$ cat src/rtl/psum_axis_out_fifo.sv
// Buffers packed psum words from the bit-packer and drives them onto an AXI4-Stream master.
// Latency: a word pushed into an empty FIFO is presented one cycle later (registered FWFT).
// Backpressure: held by TREADY at the output; the input cannot stall, so pushes into a full FIFO are dropped and flagged.
module psum_axis_out_fifo #(
  parameter int C_M_AXIS_TDATA_WIDTH = 32,
  parameter int FIFO_DEPTH           = 16,
  // Bits needed to index FIFO_DEPTH-1; equal to log2 of the depth for a power of 2.
  localparam int ADDR_W              = $clog2(FIFO_DEPTH)
) (
  input  logic                                clk,
  input  logic                                rst_n,
  input  logic                                in_valid,
  input  logic [C_M_AXIS_TDATA_WIDTH-1:0]     in_data,
  input  logic                                in_last,
  output logic                                m_axis_tvalid,
  output logic [C_M_AXIS_TDATA_WIDTH-1:0]     m_axis_tdata,
  output logic [C_M_AXIS_TDATA_WIDTH/8-1:0]   m_axis_tstrb,
  output logic                                m_axis_tlast,
  input  logic                                m_axis_tready,
  output logic [ADDR_W:0]                     fifo_level,
  output logic                                overflow,
  output logic                                frame_done
);

  localparam int W = C_M_AXIS_TDATA_WIDTH;
  localparam logic [ADDR_W:0] DEPTH_L = (ADDR_W+1)'(FIFO_DEPTH);

  // Entry = {last, data}. Storage holds every buffered word, including the
  // one currently mirrored in the output registers.
  logic [W:0]        mem [FIFO_DEPTH];
  logic [ADDR_W-1:0] wr_ptr, rd_ptr, rd_ptr_nxt;
  logic [ADDR_W:0]   count, count_nxt;

  logic       push_req, push_acc, pop, drained;
  logic [W:0] push_word;
  logic [W:0] head_nxt;
  logic       tvalid_nxt;

  assign m_axis_tstrb = '1;
  assign fifo_level   = count;

  // Push/pop decode; a lone last becomes a zero flush word that closes the DMA frame.
  always_comb begin
    push_req  = in_valid | in_last;
    push_word = in_valid ? {in_last, in_data} : {1'b1, {W{1'b0}}};
    pop       = m_axis_tvalid & m_axis_tready;
    push_acc  = push_req & ((count != DEPTH_L) | pop);
    // True when the pop (if any) leaves no older word behind the head.
    drained   = (count == {{ADDR_W{1'b0}}, pop});
  end

  // Next level, read pointer and head word for the registered output stage.
  always_comb begin
    count_nxt = count;
    if (push_acc && !pop)
      count_nxt = count + 1'b1;
    else if (!push_acc && pop)
      count_nxt = count - 1'b1;

    rd_ptr_nxt = rd_ptr + ADDR_W'(pop);
    tvalid_nxt = (count_nxt != '0);

    // Default holds the output stable; only refreshed when a head exists.
    head_nxt = {m_axis_tlast, m_axis_tdata};
    if (tvalid_nxt) begin
      if (drained)
        head_nxt = push_word;        // new word lands on an otherwise empty FIFO
      else
        head_nxt = mem[rd_ptr_nxt];  // next older word already in storage
    end
  end

  // Storage write; contents need no reset since level/pointers gate their use.
  always_ff @(posedge clk) begin
    if (push_acc)
      mem[wr_ptr] <= push_word;
  end

  // Pointers, level, output registers and status flags.
  always_ff @(posedge clk or negedge rst_n) begin
    if (!rst_n) begin
      wr_ptr        <= '0;
      rd_ptr        <= '0;
      count         <= '0;
      m_axis_tvalid <= 1'b0;
      m_axis_tdata  <= '0;
      m_axis_tlast  <= 1'b0;
      overflow      <= 1'b0;
      frame_done    <= 1'b0;
    end else begin
      if (push_acc)
        wr_ptr <= wr_ptr + 1'b1;
      rd_ptr        <= rd_ptr_nxt;
      count         <= count_nxt;
      m_axis_tvalid <= tvalid_nxt;
      {m_axis_tlast, m_axis_tdata} <= head_nxt;
      if (push_req && !push_acc)
        overflow <= 1'b1;
      frame_done    <= pop & m_axis_tlast;
    end
  end

endmodule

$ cat config.mk
export PLATFORM = sky130hd
export DESIGN_NAME = psum_axis_out_fifo
export DESIGN_NICKNAME = d
export VERILOG_FILES = /design/src/rtl/psum_axis_out_fifo.sv
export SDC_FILE = /design/constraint.sdc
export NUM_CORES = 1
export LEC_CHECK = 0
export BUFFER_PORTS_ARGS = -buffer_cell sky130_fd_sc_hd__buf_4
export CAP_MARGIN = 20
export CORE_MARGIN = 4
export CORE_UTILIZATION = 48
export DETAILED_ROUTE_END_ITERATION = 12
export PLACE_DENSITY = 0.67
export SYNTH_ARGS = -nofsm -noshare
export SYNTH_HDL_FRONTEND = slang
export SYNTH_SLANG_ARGS = --single-unit
$ cat constraint.sdc
create_clock -name clk -period 2.65 [get_ports clk]
set_input_delay 0.1325 -clock clk [delete_from_list [all_inputs] [get_ports clk]]
set_output_delay 0.1325 -clock clk [all_outputs]
set_load 0.01 [all_outputs]
==> flow_metrics.py <==
metrics = {
    "placed_design": {
        "dp_slack_ns": -0.0662,
        "place.gp.congestion": 0.752,
        "io_buffers": 77,
        "dp_hpwl_mm": 28.3,
    },
    "drt": {
        "avgRoutedWirePerCell_um": 26.7,
        "via_per_inst": 5.89,
        "drt-initial-drc-count": 1032,
        "num_vias": 11400,
        "routed_wirelength_mm": 51.7,
        "dr.pass1.iters": 5,
        "drc": 0,
        "antenna_left": 0,
    },
    "sta": {
        "maxSlewViolCount": 0,
        "setup_tns_ns": 0,
        "fin_crit_ns": 2.58,
        "relSlewSlack_pct": 38.5,
        "final.setup.worst_slack_ns": 0.0714,
        "finalCritPeriodShare_pct": 97.3,
        "finalSetupViolCount": 0,
        "rsz0062_at_grt": "no",
        "max_freq_mhz": 388,
        "clock_skew_ns": 0.0154,
        "worst_pin_slew_ns": 0.923,
        "hold_viol": 0,
    },
    "setup_path": {
        "crit_type": "flip-flop to flip-flop",
        "cp-end-kind": "flip-flop",
        "cp_data_required_time_ns": 3.14,
        "crit_chain": "and2_4, ha_4, buf_4, buf_12, mux4_2, mux2_2, o22ai_1, a31oi_1, mux2_4",
        "worst_r2r_path_depth": 9,
        "crit_arrival_ns": 3.07,
        "cp-start-kind": "flip-flop",
        "reg2reg_slack_ns": 0.07,
        "critical_path.max_fanout": 10,
        "cp_slowest_cell": "mux4_2",
        "r2r-start": "m_axis_tvalid$_DFF_PN0_",
        "slowest_delay_ns": 0.50,
        "r2r_end": "m_axis_tdata[13]$_DFFE_PN0P_",
    },
    "clock_tree": {
        "clkTransAtPathRegs_ns": 0.06,
        "clock_path_buffers": 3,
        "cts_sinks": 577,
        "tritoncts": "yes",
        "cts_made_buffers": 57,
        "insertion_delay_ns": 0.61,
        "root_buffer": "clkbuf_16",
        "htreeDepth": 2,
    },
    "worst_hold_path": {
        "worstHoldPathCells": 3,
        "min_to": "mem[0][28]$_DFFE_PP_",
        "hp-class": "primary input to flip-flop",
        "worstHoldStart": "in_data[28]",
    },
    "pwr": {
        "p_leak_nw": 9.45,
        "finalPower_w": 0.0351,
        "powerDensity_nw_per_um2": 1290,
        "max-vdd-ir-drop_v": 0.000754,
    },
    "finish": {
        "drive_above_1_share_pct": 39.2,
        "antenna-diode-count": 0,
        "area_growth_pct": 19.5,
        "post-route-util_pct": 58.2,
        "regArea_um2": 17100,
        "final_common_cell": "edfxtp_1",
        "fillers": 3403,
        "multi_input_area_um2": 5470,
        "final_cell_mix": "528 x edfxtp_1, 151 x buf_4, 132 x mux4_2, 70 x nand2_1, 60 x clkbuf_16",
        "nets": 1329,
    },
    "global_routing": {
        "grt_max_degree": 50,
        "grt_first_pass_wirelength_mm": 76.5,
        "grt_pass1_vias": 11700,
        "antenna_found_initial": 1,
        "grt_util_all_layers_pct": 20.4,
        "grt_remaining_overflow": 0,
    },
    "die": {
        "start_util_pct": 48.7,
        "die_area_um2": 51000,
        "fp.dieH_um": 226,
        "io_pins": 82,
        "rows": 79,
        "core_um2": 46800,
        "die_x_um": 226,
    },
    "run": {
        "drv_cap": 0,
    },
    "logic_synthesis": {
        "synthFlopType": "edfxtp_1",
        "synth_area_per_cell_um2": 21.0,
        "synth_area_um2": 22800,
        "synth_seq_cells": 577,
        "synthCells": 1086,
        "synth_top_area_share_pct": 69.6,
        "yosys_warnings": 0,
        "synth_area_leader_cell": "edfxtp_1",
        "synth.distinct_cells": 48,
        "synth.area.top_cells": "edfxtp_1 70%, mux4_2 13%, dfrtp_1 5.4%",
        "ys_async_sr_fraction_pct": 8.49,
        "synth_edf_count": 528,
        "ys_seq_area_share_pct": 75.0,
    },
    "run_status": {
        "status": "completed",
    },
}
==> Yosys cell counts (all sizes together), types with 5 or more instances <==
| cell | count |
|---|---|
| mux4 | 132 |
| and2 | 49 |
| nand2 | 70 |
| xnor2 | 5 |
| dfrtp | 49 |
| buf | 32 |
| ha | 9 |
| edfxtp | 528 |
| a21oi | 5 |
| clkbuf | 32 |
| inv | 5 |
| mux2 | 66 |
| o22ai | 34 |
| a31oi | 32 |
==> per-layer routing <==
metal	vias up	wire length (µm)	GRT usage [%]
li1	4840	-	-
met1	6104	21300	28.7
met2	371	25800	33.5
met3	80	3230	3.39
met4	0	1300	6.03
met5	-	0	0
==> sequential cells by signal (all words and copies together) (netlist names) <==
register / cells
mem: 528
m_axis_tdata: 32
fifo_level: 5
rd_ptr: 4
wr_ptr: 4
frame_done: 1
m_axis_tlast: 1
m_axis_tvalid: 1
overflow: 1
==> cell type report <==
class | count | share of cell area (%)
Timing Repair Buffer | 199 | 7.52
Clock inverter | 33 | 1.17
Sequential cell | 577 | 62.8
Clock buffer | 72 | 5.59
Inverter | 5 | 0.0690
Multi-Input combinational cell | 443 | 20.1
Tap cell | 607 | 2.79
==> report_power, final <==
group          internal [W]  switching [W]
Sequential           0.0116       0.000595
Clock               0.00463        0.00332
Combinational       0.00800        0.00688
Total                0.0243         0.0108
==> per-stage QoR <==
step / cell area [µm²] / cells / hold slack, ns
after global routing: 27200 / 1936 / 0.0582
after floorplan: 22900 / 1089 / -0.163
after global placement: 25000 / 1814 / 0.320
after detailed placement: 25000 / 1814 / 0.328
final: 27200 / 1936 / 0.0449
after CTS: 27000 / 1930 / 0.00740
==> worst max-delay path by stage <==
stage | startpoint | endpoint | slack, ns | depth (start not counted)
floorplan | m_axis_tvalid$_DFF_PN0_ | m_axis_tdata[16]$_DFFE_PN0P_ | 0.001 | 11
global route | m_axis_tvalid$_DFF_PN0_ | m_axis_tdata[4]$_DFFE_PN0P_ | 0.003 | 9
global placement | m_axis_tvalid$_DFF_PN0_ | m_axis_tdata[10]$_DFFE_PN0P_ | -0.07 | 8
finish | m_axis_tvalid$_DFF_PN0_ | m_axis_tdata[13]$_DFFE_PN0P_ | 0.07 | 9
CTS | m_axis_tvalid$_DFF_PN0_ | m_axis_tdata[7]$_DFFE_PN0P_ | -0.002 | 9
detailed placement | m_axis_tvalid$_DFF_PN0_ | m_axis_tdata[7]$_DFFE_PN0P_ | -0.07 | 8
==> worst max-delay path: cells and delay by family (launching register included) <==
kind / cells / cell delay, ns
multiplexers: 3 / 1.04
flip-flops: 1 / 0.41
buffers and inverters: 2 / 0.31
adder cells (fa/ha/maj): 1 / 0.30
AO/OA/AOI/OAI: 2 / 0.23
AND/OR/NAND/NOR: 1 / 0.17
==> cells by family (layout without fill, tap and decap cells) <==
| kind of cell | Yosys count | count (layout) | synth area share (%) |
|---|---|---|---|
| AOI/OAI and AO/OA | 83 | 83 | 2.42 |
| xor gates and xnor gates | 8 | 8 | 0.308 |
| adders and majority gates | 9 | 9 | 0.495 |
| buffers and inverters | 69 | 309 | 1.65 |
| DFF | 577 | 577 | 75.0 |
| muxes | 199 | 199 | 16.8 |
| other | 1 | 4 | 0.0165 |
| and+or+nand+nor | 140 | 140 | 3.23 |
==> what timing repair did <==
item,in CTS,in global routing
pin swaps,1,1
setup buffers,7,3
setup endpoints to repair,12,31
resized for setup,5,27
hold buffers,3,0
endpoints found under the hold margin,53,0
gates cloned,1,3
(Power assumes the default switching activity.)
